--- src/rtl/jtag_master_pkg.sv ---
// jtag_master_pkg
//   Constants shared between the JTAG initiator and the TAP controller:
//   widths, the 16 TAP state codes, command codes, the TAP transition
//   function, and the helpers that plan a command's tms sequence.
//   No ports (package).

package jtag_master_pkg;

    localparam int MXSTATE = 4;
    localparam int MXDATA  = 32;
    localparam int MXNB    = 6;
    localparam int MXIDX   = 5;
    localparam int MXPRE   = 10;

    typedef enum logic [MXSTATE-1:0] {
        test_logic_reset = 4'h0,
        run_test_idle    = 4'h1,
        select_dr_scan   = 4'h2,
        capture_dr       = 4'h3,
        shift_dr         = 4'h4,
        exit1_dr         = 4'h5,
        pause_dr         = 4'h6,
        exit2_dr         = 4'h7,
        update_dr        = 4'h8,
        select_ir_scan   = 4'h9,
        capture_ir       = 4'ha,
        shift_ir         = 4'hb,
        exit1_ir         = 4'hc,
        pause_ir         = 4'hd,
        exit2_ir         = 4'he,
        update_ir        = 4'hf
    } tap_state_t;

    localparam logic [1:0] JCMD_DR   = 2'd0;
    localparam logic [1:0] JCMD_IR   = 2'd1;
    localparam logic [1:0] JCMD_RST  = 2'd2;
    localparam logic [1:0] JCMD_IDLE = 2'd3;

    typedef enum logic [2:0] {
        ctl_idle  = 3'd0,
        ctl_pre   = 3'd1,
        ctl_shift = 3'd2,
        ctl_post  = 3'd3,
        ctl_done  = 3'd4
    } ctl_state_t;

    // tms bits issued before SHIFT, LSB first, plus how many of them there are.
    typedef struct packed {
        logic [MXPRE-1:0] tms;
        logic [3:0]       len;
    } pre_plan_t;

    // Five ones force test_logic_reset from anywhere; the trailing zero lands in run_test_idle.
    localparam logic [MXPRE-1:0] RST_SEQ = 10'b00_0001_1111;
    localparam logic [MXNB-1:0]  NB_MAX  = MXNB'(MXDATA);

    function automatic tap_state_t tap_next(tap_state_t s, logic tms);
        tap_state_t n;
        case (s)
            test_logic_reset: n = tms ? test_logic_reset : run_test_idle;
            run_test_idle:    n = tms ? select_dr_scan   : run_test_idle;
            select_dr_scan:   n = tms ? select_ir_scan   : capture_dr;
            capture_dr:       n = tms ? exit1_dr         : shift_dr;
            shift_dr:         n = tms ? exit1_dr         : shift_dr;
            exit1_dr:         n = tms ? update_dr        : pause_dr;
            pause_dr:         n = tms ? exit2_dr         : pause_dr;
            exit2_dr:         n = tms ? update_dr        : shift_dr;
            update_dr:        n = tms ? select_dr_scan   : run_test_idle;
            select_ir_scan:   n = tms ? test_logic_reset : capture_ir;
            capture_ir:       n = tms ? exit1_ir         : shift_ir;
            shift_ir:         n = tms ? exit1_ir         : shift_ir;
            exit1_ir:         n = tms ? update_ir        : pause_ir;
            pause_ir:         n = tms ? exit2_ir         : pause_ir;
            exit2_ir:         n = tms ? update_ir        : shift_ir;
            update_ir:        n = tms ? select_dr_scan   : run_test_idle;
            default:          n = test_logic_reset;
        endcase
        return n;
    endfunction

    // 0 means one bit, anything past the register width saturates.
    function automatic logic [MXNB-1:0] clamp_nbits(logic [MXNB-1:0] n);
        logic [MXNB-1:0] r;
        if (n == '0)
            r = MXNB'(1);
        else if (n > NB_MAX)
            r = NB_MAX;
        else
            r = n;
        return r;
    endfunction

    // Everything issued before the first shift/idle bit. A TAP outside the
    // two settled states gets a full reset first; scans starting from
    // test_logic_reset need one tms=0 to reach run_test_idle.
    function automatic pre_plan_t pre_plan(logic [1:0] cmd, tap_state_t tap);
        pre_plan_t        p;
        logic [MXPRE-1:0] core;
        logic [3:0]       core_len;
        logic             settled;
        settled = (tap == test_logic_reset) || (tap == run_test_idle);
        core     = '0;
        core_len = '0;
        if (cmd == JCMD_DR) begin
            core     = 10'b00_0000_0001;
            core_len = 4'd3;
        end else if (cmd == JCMD_IR) begin
            core     = 10'b00_0000_0011;
            core_len = 4'd4;
        end
        if (cmd == JCMD_RST) begin
            p.tms = RST_SEQ;
            p.len = 4'd6;
        end else if (!settled) begin
            p.tms = (core << 6) | RST_SEQ;
            p.len = core_len + 4'd6;
        end else if (tap == test_logic_reset && cmd != JCMD_IDLE) begin
            p.tms = core << 1;
            p.len = core_len + 4'd1;
        end else begin
            p.tms = core;
            p.len = core_len;
        end
        return p;
    endfunction

endpackage

--- src/rtl/jtag_master.sv ---
// jtag_master
//   JTAG initiator. One command per start strobe: DR scan, IR scan, TAP
//   reset or idle clocks. Each tck period is two clocks (low, then high).
//   tms/tdi change and tdo is sampled on the clock that drops tck. The
//   target TAP state is tracked by applying every issued tms bit.
// Ports
//   clock      system clock
//   ntrst      async active-low reset
//   start      command strobe, honoured only when idle
//   cmd        0 DR scan, 1 IR scan, 2 TAP reset, 3 idle clocks
//   nbits      scan length / idle count (0->1, >32->32)
//   wr_data    tdi payload, LSB first
//   rd_data    captured tdo, bit i from shift bit i, upper bits zero
//   busy       command in progress
//   done       one-clock completion pulse
//   tck/tms/tdi  registered JTAG outputs
//   tdo        JTAG data from chain
//   tap_state  tracked target TAP state
//
// state     | meaning
// ----------+-----------------------------------------------------
// ctl_idle  | waiting for start
// ctl_pre   | issuing reset/prefix/navigation tms bits from pre_q
// ctl_shift | data bits (scan) or tms=0 periods (idle clocks)
// ctl_post  | tms 1,0 back to run_test_idle after a scan
// ctl_done  | one clock, done pulse is registered from here

module jtag_master
    import jtag_master_pkg::*;
(
    input  logic               clock,
    input  logic               ntrst,
    input  logic               start,
    input  logic [1:0]         cmd,
    input  logic [MXNB-1:0]    nbits,
    input  logic [MXDATA-1:0]  wr_data,
    output logic [MXDATA-1:0]  rd_data,
    output logic               busy,
    output logic               done,
    output logic               tck,
    output logic               tms,
    output logic               tdi,
    input  logic               tdo,
    output logic [MXSTATE-1:0] tap_state
);

    ctl_state_t        state_q, state_d;
    tap_state_t        tap_q, tap_d;
    logic              tck_q, tck_d;
    logic              tms_q, tms_d;
    logic              tdi_q, tdi_d;
    logic              busy_q, busy_d;
    logic              done_q, done_d;
    logic [1:0]        cmd_q, cmd_d;
    logic [MXNB-1:0]   nb_q, nb_d;
    logic [MXNB-1:0]   cnt_q, cnt_d;
    logic [MXDATA-1:0] wr_q, wr_d;
    logic [MXDATA-1:0] rd_q, rd_d;
    logic [MXPRE-1:0]  pre_q, pre_d;
    logic [3:0]        precnt_q, precnt_d;
    logic              post_q, post_d;

    logic              accept;
    logic              is_scan;
    logic [MXNB-1:0]   nb_clamped;
    logic [MXIDX-1:0]  idx;
    pre_plan_t         plan;

    // A start in the done cycle is dropped, so back-to-back needs one idle clock.
    assign accept     = (state_q == ctl_idle) && start && !done_q;
    assign is_scan    = (cmd_q == JCMD_DR) || (cmd_q == JCMD_IR);
    assign nb_clamped = clamp_nbits(nbits);
    assign plan       = pre_plan(cmd, tap_q);
    // cnt_q counts bits still to go after the current one, so this is the current bit.
    assign idx        = MXIDX'(nb_q - cnt_q - MXNB'(1));

    always_ff @(posedge clock or negedge ntrst) begin
        if (!ntrst) begin
            state_q  <= ctl_idle;
            tap_q    <= test_logic_reset;
            tck_q    <= 1'b0;
            tms_q    <= 1'b1;
            tdi_q    <= 1'b0;
            busy_q   <= 1'b0;
            done_q   <= 1'b0;
            cmd_q    <= '0;
            nb_q     <= '0;
            cnt_q    <= '0;
            wr_q     <= '0;
            rd_q     <= '0;
            pre_q    <= '0;
            precnt_q <= '0;
            post_q   <= 1'b0;
        end else begin
            state_q  <= state_d;
            tap_q    <= tap_d;
            tck_q    <= tck_d;
            tms_q    <= tms_d;
            tdi_q    <= tdi_d;
            busy_q   <= busy_d;
            done_q   <= done_d;
            cmd_q    <= cmd_d;
            nb_q     <= nb_d;
            cnt_q    <= cnt_d;
            wr_q     <= wr_d;
            rd_q     <= rd_d;
            pre_q    <= pre_d;
            precnt_q <= precnt_d;
            post_q   <= post_d;
        end
    end

    // Segment changes happen only on the tck-falling clock (tck_q high).
    always_comb begin
        state_d = state_q;
        case (state_q)
            ctl_idle:
                if (accept)
                    state_d = (plan.len != 4'd0) ? ctl_pre : ctl_shift;
            ctl_pre:
                if (tck_q && precnt_q == 4'd0)
                    state_d = (cmd_q == JCMD_RST) ? ctl_done : ctl_shift;
            ctl_shift:
                if (tck_q && cnt_q == '0)
                    state_d = (cmd_q == JCMD_IDLE) ? ctl_done : ctl_post;
            ctl_post:
                if (tck_q && !post_q)
                    state_d = ctl_done;
            ctl_done:
                state_d = ctl_idle;
            default:
                state_d = ctl_idle;
        endcase
    end

    always_comb begin
        tap_d    = tap_q;
        tck_d    = tck_q;
        tms_d    = tms_q;
        tdi_d    = tdi_q;
        cmd_d    = cmd_q;
        nb_d     = nb_q;
        cnt_d    = cnt_q;
        wr_d     = wr_q;
        rd_d     = rd_q;
        pre_d    = pre_q;
        precnt_d = precnt_q;
        post_d   = post_q;
        done_d   = (state_q == ctl_done);
        busy_d   = (state_d != ctl_idle);

        case (state_q)
            ctl_idle: begin
                if (accept) begin
                    cmd_d    = cmd;
                    nb_d     = nb_clamped;
                    cnt_d    = nb_clamped - MXNB'(1);
                    wr_d     = wr_data;
                    rd_d     = '0;
                    pre_d    = plan.tms;
                    precnt_d = plan.len - 4'd1;
                    post_d   = 1'b1;
                    tck_d    = 1'b0;
                    tdi_d    = 1'b0;
                    // Without a prefix only idle clocks remain, and those run with tms=0.
                    tms_d    = (plan.len != 4'd0) ? plan.tms[0] : 1'b0;
                end
            end
            ctl_pre, ctl_shift, ctl_post: begin
                if (!tck_q) begin
                    tck_d = 1'b1;
                    tap_d = tap_next(tap_q, tms_q);
                end else begin
                    tck_d = 1'b0;
                    case (state_q)
                        ctl_pre: begin
                            if (precnt_q != 4'd0) begin
                                pre_d    = pre_q >> 1;
                                precnt_d = precnt_q - 4'd1;
                                tms_d    = pre_q[1];
                            end else begin
                                tdi_d = is_scan ? wr_q[0] : 1'b0;
                                tms_d = is_scan && (cnt_q == '0);
                            end
                        end
                        ctl_shift: begin
                            if (is_scan)
                                rd_d[idx] = tdo;
                            if (cnt_q != '0) begin
                                cnt_d = cnt_q - MXNB'(1);
                                wr_d  = wr_q >> 1;
                                tdi_d = is_scan ? wr_q[1] : 1'b0;
                                tms_d = is_scan && (cnt_q == MXNB'(1));
                            end else begin
                                tdi_d = 1'b0;
                                tms_d = is_scan;
                            end
                        end
                        default: begin
                            if (post_q) begin
                                post_d = 1'b0;
                                tms_d  = 1'b0;
                            end
                        end
                    endcase
                end
            end
            default: ;
        endcase
    end

    assign rd_data   = rd_q;
    assign busy      = busy_q;
    assign done      = done_q;
    assign tck       = tck_q;
    assign tms       = tms_q;
    assign tdi       = tdi_q;
    assign tap_state = tap_q;

endmodule

--- config.mk ---
export PLATFORM = sky130hd
export DESIGN_NAME = jtag_master
export DESIGN_NICKNAME = d
export VERILOG_FILES = /design/src/rtl/jtag_master_pkg.sv /design/src/rtl/jtag_master.sv
export SDC_FILE = /design/constraint.sdc
export NUM_CORES = 1
export LEC_CHECK = 0
export BUFFER_PORTS_ARGS = -buffer_cell sky130_fd_sc_hd__buf_2
export CORE_UTILIZATION = 34
export CTS_CLUSTER_DIAMETER = 150
export DETAILED_ROUTE_END_ITERATION = 8
export SETUP_SLACK_MARGIN = 0.15
export SLEW_MARGIN = 20
export SYNTH_ARGS = -nofsm -noshare
export SYNTH_HDL_FRONTEND = slang
export SYNTH_SLANG_ARGS = --single-unit
--- constraint.sdc ---
create_clock -name clock -period 7.3 [get_ports clock]
set_clock_uncertainty 0.15 [all_clocks]
set_input_delay 2.19 -clock clock [delete_from_list [all_inputs] [get_ports clock]]
set_output_delay 2.19 -clock clock [all_outputs]
set_load 0.01 [all_outputs]
# Word level (Yosys, flattened, before mapping)
# Index checks and enable logic that the tools add are counted.
# Widths: inputs -> output; s select.
# totals
register_bits	104
out_inout_bits	41
# op_classes
addsub	8
magnitude_cmp	3
n_eq_ne	37
mux	80
n_bitwise	1
reduce_logical	39
# op_table
cell	n
$mux 32	8
$pmux 32 s2	2
$mux 10	5
$pmux 4 s12	1
$mux 14	3
$mux 4	9
$mux 6	6
$bwmux 32	1
$eq 4x4->1 const B	8
$mux 3	9
$mux 1	20
$pmux 10 s2	1
$reduce_and 5->1	4
$ne 2x2->1 const B	9
$eq 4x3->1 const B	4
$logic_not 6->1	2
$pmux 1 s2	6
$pmux 3 s4	1
$pmux 6 s2	1
$sub 6x1->6 const B	2
$mux 2	5
$logic_and 1x1->1	9
$eq 4x2->1 const B	2
$logic_not 4->1	2
32 further kinds	48

# Longest topological paths before layout
# depth
depth_word	12
ltp_mapped	10
depth_no_buf	8

# Worst setup path after synthesis
# OpenSTA, ideal clock, no wires.
# synth_path
path_type	input to register
startpoint	input port cmd[0]
endpoint	register precnt_q[2]
setup_time_ns	0.136
arrival_time_ns	3.682
required_ns	7.014
path_slack_ns	3.332
path_stages	9
path_cell_list	buf_1 > inv_1 > xnor2_1 > o31ai_1 > inv_1 > ha_1 > a211o_1 > nand3_1 > a21oi_1
# synth_via
elab_chain_len	10
# synth_rtl
item	line_no	text
start, declared	jtag_master.sv:34	input logic [1:0] cmd,
$eq 2x1->1	jtag_master_pkg.sv:107	end else if (cmd == JCMD_IR) begin
$mux 3	jtag_master_pkg.sv:107	
$mux 4	jtag_master_pkg.sv:104	if (cmd == JCMD_DR) begin
$add 4x1->4	jtag_master_pkg.sv:119	p.len = core_len + 4'd1;
$mux 14	jtag_master_pkg.sv:117	end else if (tap == test_logic_reset && cmd != JCMD_IDLE) begin
$mux 14	jtag_master_pkg.sv:114	end else if (!settled) begin
$mux 14 (*)	jtag_master_pkg.sv:111	if (cmd == JCMD_RST) begin
$sub 4x1->4 (*)	jtag_master.sv:161	precnt_d = plan.len - 4'd1;
$mux 4 (*)	jtag_master.sv:154	if (accept) begin
$pmux 4 s2 (*)	jtag_master.sv:152	case (state_q)
end signal, assigned	jtag_master.sv:108	precnt_q <= precnt_d;
end, declared	jtag_master.sv:60	logic [3:0] precnt_q, precnt_d;
# Every way passes the cells marked *; elsewhere a longest branch is shown, timed or not. The select of a mux whose other input is x is not followed.
# A chain may end at the register's enable or synchronous reset.

# Worst setup path in the final report
# layout_path
startpoint	input port start
endpoint	register rd_q[29] (netlist: rd_data[29])
# layout_via
elab_chain_len	4
# layout_rtl
item	line_no	text
start, declared	jtag_master.sv:33	input logic start,
$logic_and 1x1->1 (2 in a row)	jtag_master.sv:70	assign accept = (state_q == ctl_idle) && start && !done_q;
$ne 2x2->1 (no line)	--	
$reduce_and 5->1 (no line)	--	
end signal, assigned	jtag_master.sv:106	rd_q <= rd_d;
end, declared	jtag_master.sv:58	logic [MXDATA-1:0] rd_q, rd_d;
# Every way passes these cells.

==> impl_metrics.env <==
export IMPL_critical_path_max_stage_delay_ps=660
export IMPL_p_sw_w=0.001568
export IMPL_std_cell_rows=47
export IMPL_transition_at_the_pin_with_the_smallest_max_transition_slack_ps=998.0
export IMPL_post_synth_main_area_contributors="dfrtp_1, nand2_1, mux2i_1"
export IMPL_cts_sinks=101
export IMPL_die_area_mm2=0.01767
export IMPL_place_congestion=0.7983
export IMPL_insertedDiodeCount=0
export IMPL_clock_path_buffers=2
export IMPL_drtAntennaViolNets=0
export IMPL_design_core_area_mm2=0.01664
export IMPL_area_growth_syn_to_layout_pct=15.52
export IMPL_worst_ep_required_time_ps=7360
export IMPL_critPathMaxFanout=28
export IMPL_setup_violations=0
export IMPL_worst_path_buf_inv=1
export IMPL_worstSetupPathDepth=6
export IMPL_postSynthRegisterBits=101
export IMPL_final_net_count=746
export IMPL_vias_per_cell=5.563
export IMPL_async_flop_share=1.000
export IMPL_ordered_cell_list_for_the_critical_path="buf_2 > or4b_1 > a21oi_2 > nand2_1 > o311ai_0 > o31ai_1"
export IMPL_reg2reg_slack_ps=4030
export IMPL_routedWlPerCell_um=15.72
export IMPL_start_util=0.3502
export IMPL_path_clk_slew_ps=70
export IMPL_holdPathEnd="wr_q[6]"
export IMPL_cts_tree="yes"
export IMPL_power_share_combinational=0.545
export IMPL_startpoint_of_the_lowest_slack_register_to_register_path="state_q[1]"
export IMPL_dominant_delay_contributor_by_cell_family_on_the_critical_path="simple AND/OR/NAND/NOR gates"
export IMPL_cts_repair_resize_count=0
export IMPL_cp_data_arrival_time_ps=4480
export IMPL_timing_setup_tns_ps=0
export IMPL_final_hold_viol_count=0
export IMPL_synthesis_instances=643
export IMPL_layout_min_cycle_time_ps=4413
export IMPL_die_height_um=132.9
export IMPL_power_ir_vdd_worst_mv=0.2209
export IMPL_die_width_um=132.9
export IMPL_insertion_delay_ps=350
export IMPL_synth_enable_flop_cells=0
export IMPL_wl_mm=14.42
export IMPL_postLayoutCellArea_mm2=0.006733
export IMPL_number_of_antenna_violations_at_the_first_check_in_global_routing=0
export IMPL_timing_critical_path_from_type="input pin"
export IMPL_global_route_overflow_total=0
export IMPL_root_buffer="clkbuf_16"
export IMPL_grt_start_max_net_pins=68
export IMPL_grt_setup_unrepaired="false"
export IMPL_internal_power_w=0.001757
export IMPL_synth_yosys_warnings=0
export IMPL_slew_viol_final=0
export IMPL_synth_cell_types=71
export IMPL_drt_pass1_iter_count=5
export IMPL_grt_first_pass_wirelength_mm=24.43
export IMPL_synth_top_cell_area_share=0.4294
export IMPL_timing_hold_worst_path_depth=2
export IMPL_port_buffers=84
export IMPL_power_static_leakage_nw=2.917
export IMPL_outcome="finished, final reports clean"
export IMPL_maxSlewHeadroom=0.3296
export IMPL_dp_hpwl_mm=10.13
export IMPL_switching_share=0.4716
export IMPL_yosys_top_cell_by_area="dfrtp_1"
export IMPL_cts_hold_buffers=0
export IMPL_critical_path_slowest_cell="nand2_1"
export IMPL_grt_pass1_vias=4990
export IMPL_grtUsageTotal=0.1708
export IMPL_synth_area_per_cell_um2=9.064
export IMPL_r2r_worst_path_cells=5
export IMPL_io_pins=85
export IMPL_timing_worst_setup_path_type="in2reg"
export IMPL_postCtsSetupBuffers=0
export IMPL_finalCritPeriodShare=0.6045
export IMPL_post_route_cells_drive_above_1_share=0.1765
export IMPL_power_share_sequential=0.289
export IMPL_min_path_type="reg2reg"
export IMPL_timing_rr_end="rd_data[29]"
export IMPL_clock_power_share=0.166
export IMPL_drc_errors=0
export IMPL_drv_cap=0
export IMPL_dpl_instance_area_mm2=0.006389
export IMPL_maxClockFrequency_ghz=0.2266
export IMPL_cts_buffer_count=9
export IMPL_postSynthNetCount=697
export IMPL_synth_main_ff_cell="dfrtp_1"
export IMPL_drt_initial_drc_count=427
export IMPL_setup_worst_path_end_class="flop"
export IMPL_route_vias_total=5101
export IMPL_worstHoldStart="wr_q[6]"
export IMPL_yosysSeqAreaShare=0.4339
export IMPL_power_per_cell_area_mw_per_mm2=493.8
export IMPL_syn_area_mm2=0.005828
export IMPL_ctsHtreeMaxLevel=3
cell type report:
cell class                      instances  area (µm²)
Clock buffer                           10       229.0
Timing Repair Buffer                   88       452.9
Multi-Input combinational cell        480        3090
Fill cell                            1697        9910
Inverter                               12       45.04
Sequential cell                       101        2529
Clock inverter                          6       111.4
Tap cell                              220       275.3
power groups by stage:
stage	registers, W	clock network, W	logic (W)
6_report	0.000962	0.000552	0.00181
5_1_grt	0.000997	0.000583	0.00203
4_1_cts	0.000961	0.000566	0.00181
3_5_place_dp	0.000970	0	0.00181
3_3_place_gp	0.000958	0	0.00175
2_1_floorplan	0.000895	0	0.00147
flip-flops by register name, indices dropped and copies added (netlist names):
| register | flops |
|---|---|
| busy | 1 |
| cmd_q | 2 |
| cnt_q | 6 |
| done | 1 |
| nb_q | 5 |
| post_q | 1 |
| pre_q | 7 |
| precnt_q | 4 |
| rd_data | 32 |
| state_q | 3 |
| tap_state | 4 |
| tck | 1 |
| tdi | 1 |
| tms | 1 |
| wr_q | 32 |
cells in the final DEF (no fill, tap or decap), types with 7 or more instances in the layout:
master,n
inv_1,12
o21ai_0,58
nand2b_1,9
nor4_1,15
nor3_1,7
nand4_1,8
nand3_1,18
o211ai_1,11
a31oi_1,7
nor2b_1,10
a22oi_1,8
ha_1,9
a211oi_1,12
buf_2,83
nor2_1,27
dfrtp_1,100
a21oi_1,21
o22ai_1,13
mux2i_1,32
clkbuf_16,9
nand2_1,107
metal layers:
| layer | routed length [µm] | part of all wire | track usage | up-vias |
|---|---|---|---|---|
| li1 | - | - | - | 2472 |
| met3 | 734 | 0.051 | 0.04023 | 21 |
| met5 | 0 | 0 | 0 | - |
| met1 | 6419 | 0.45 | 0.2138 | 2474 |
| met4 | 234 | 0.016 | 0.05109 | 0 |
| met2 | 7028 | 0.49 | 0.2909 | 134 |
cell families (layout without fill, tap and decap cells):
| kind of cell | Yosys count | count (layout) | synth area share |
|---|---|---|---|
| and+or+nand+nor | 230 | 230 | 0.1889 |
| AOI/OAI and AO/OA | 196 | 196 | 0.2368 |
| adders and majority gates | 10 | 10 | 0.02276 |
| muxes | 36 | 36 | 0.06269 |
| xor gates and xnor gates | 8 | 8 | 0.01331 |
| buffers and inverters | 62 | 116 | 0.04165 |
| DFF | 101 | 101 | 0.4339 |
worst register-to-register path, delay by kind of cell (launching register included):
family             cells  cell delay, ps
AOI/OAI and AO/OA      3            1070
and+or+nand+nor        2            1310
DFF                    1             620
how the worst max path moves through the flow:
stage                     startpoint     endpoint  slack, ps
final                          start  rd_data[29]       2890
after global routing           start  rd_data[28]       2620
after CTS                      start  rd_data[29]       2930
after detailed placement       start  rd_data[29]       2560
after global placement         start   rd_data[1]       2660
after floorplan               cmd[0]  precnt_q[2]       3330
stage by stage:
stage	std cells	hold WS (ps)	worst slack [ps]	util	power, W
finish	917	330.0	2887	0.4046	0.003325
detailed placement	901	316.4	2559	0.3839	0.002777
global placement	901	309.7	2656	0.3839	0.002708
global route	917	352.6	2624	0.4046	0.003612
floorplan	643	293.6	3332	-	0.002367
CTS	917	333.8	2928	0.4043	0.003338
cells in the mapped netlist (2+ instances only):
cell type  count
a41o_1         5
nand3b_1       2
o31ai_1        6
a221o_1        4
o311ai_0       5
nor2b_1       10
dfrtp_1      100
xnor2_1        3
a31oi_1        7
o21ai_1        4
nor3b_1        3
or2_2          2
xor2_1         4
a22o_1         2
nor4_1        15
o22ai_1       13
a2111o_1       2
a32o_1         6
o21bai_1       3
a211oi_1      12
ha_1           9
inv_1         12
buf_2          2
and3_1         4
a22oi_1        8
clkbuf_1      44
nand4_1        8
nand3_1       18
nand2b_1       9
or3_1          4
nand2_1      107
a211o_1        4
mux2i_1       32
or4b_1         2
a21oi_1       21
mux2_2         4
o21ai_0       58
and2_1         5
nor3_1         7
nor2_1        27
buf_1          3
o211ai_1      11
a41oi_1        3
a21o_1         5
or4_1          2
Power figures use the tool's default switching activity.
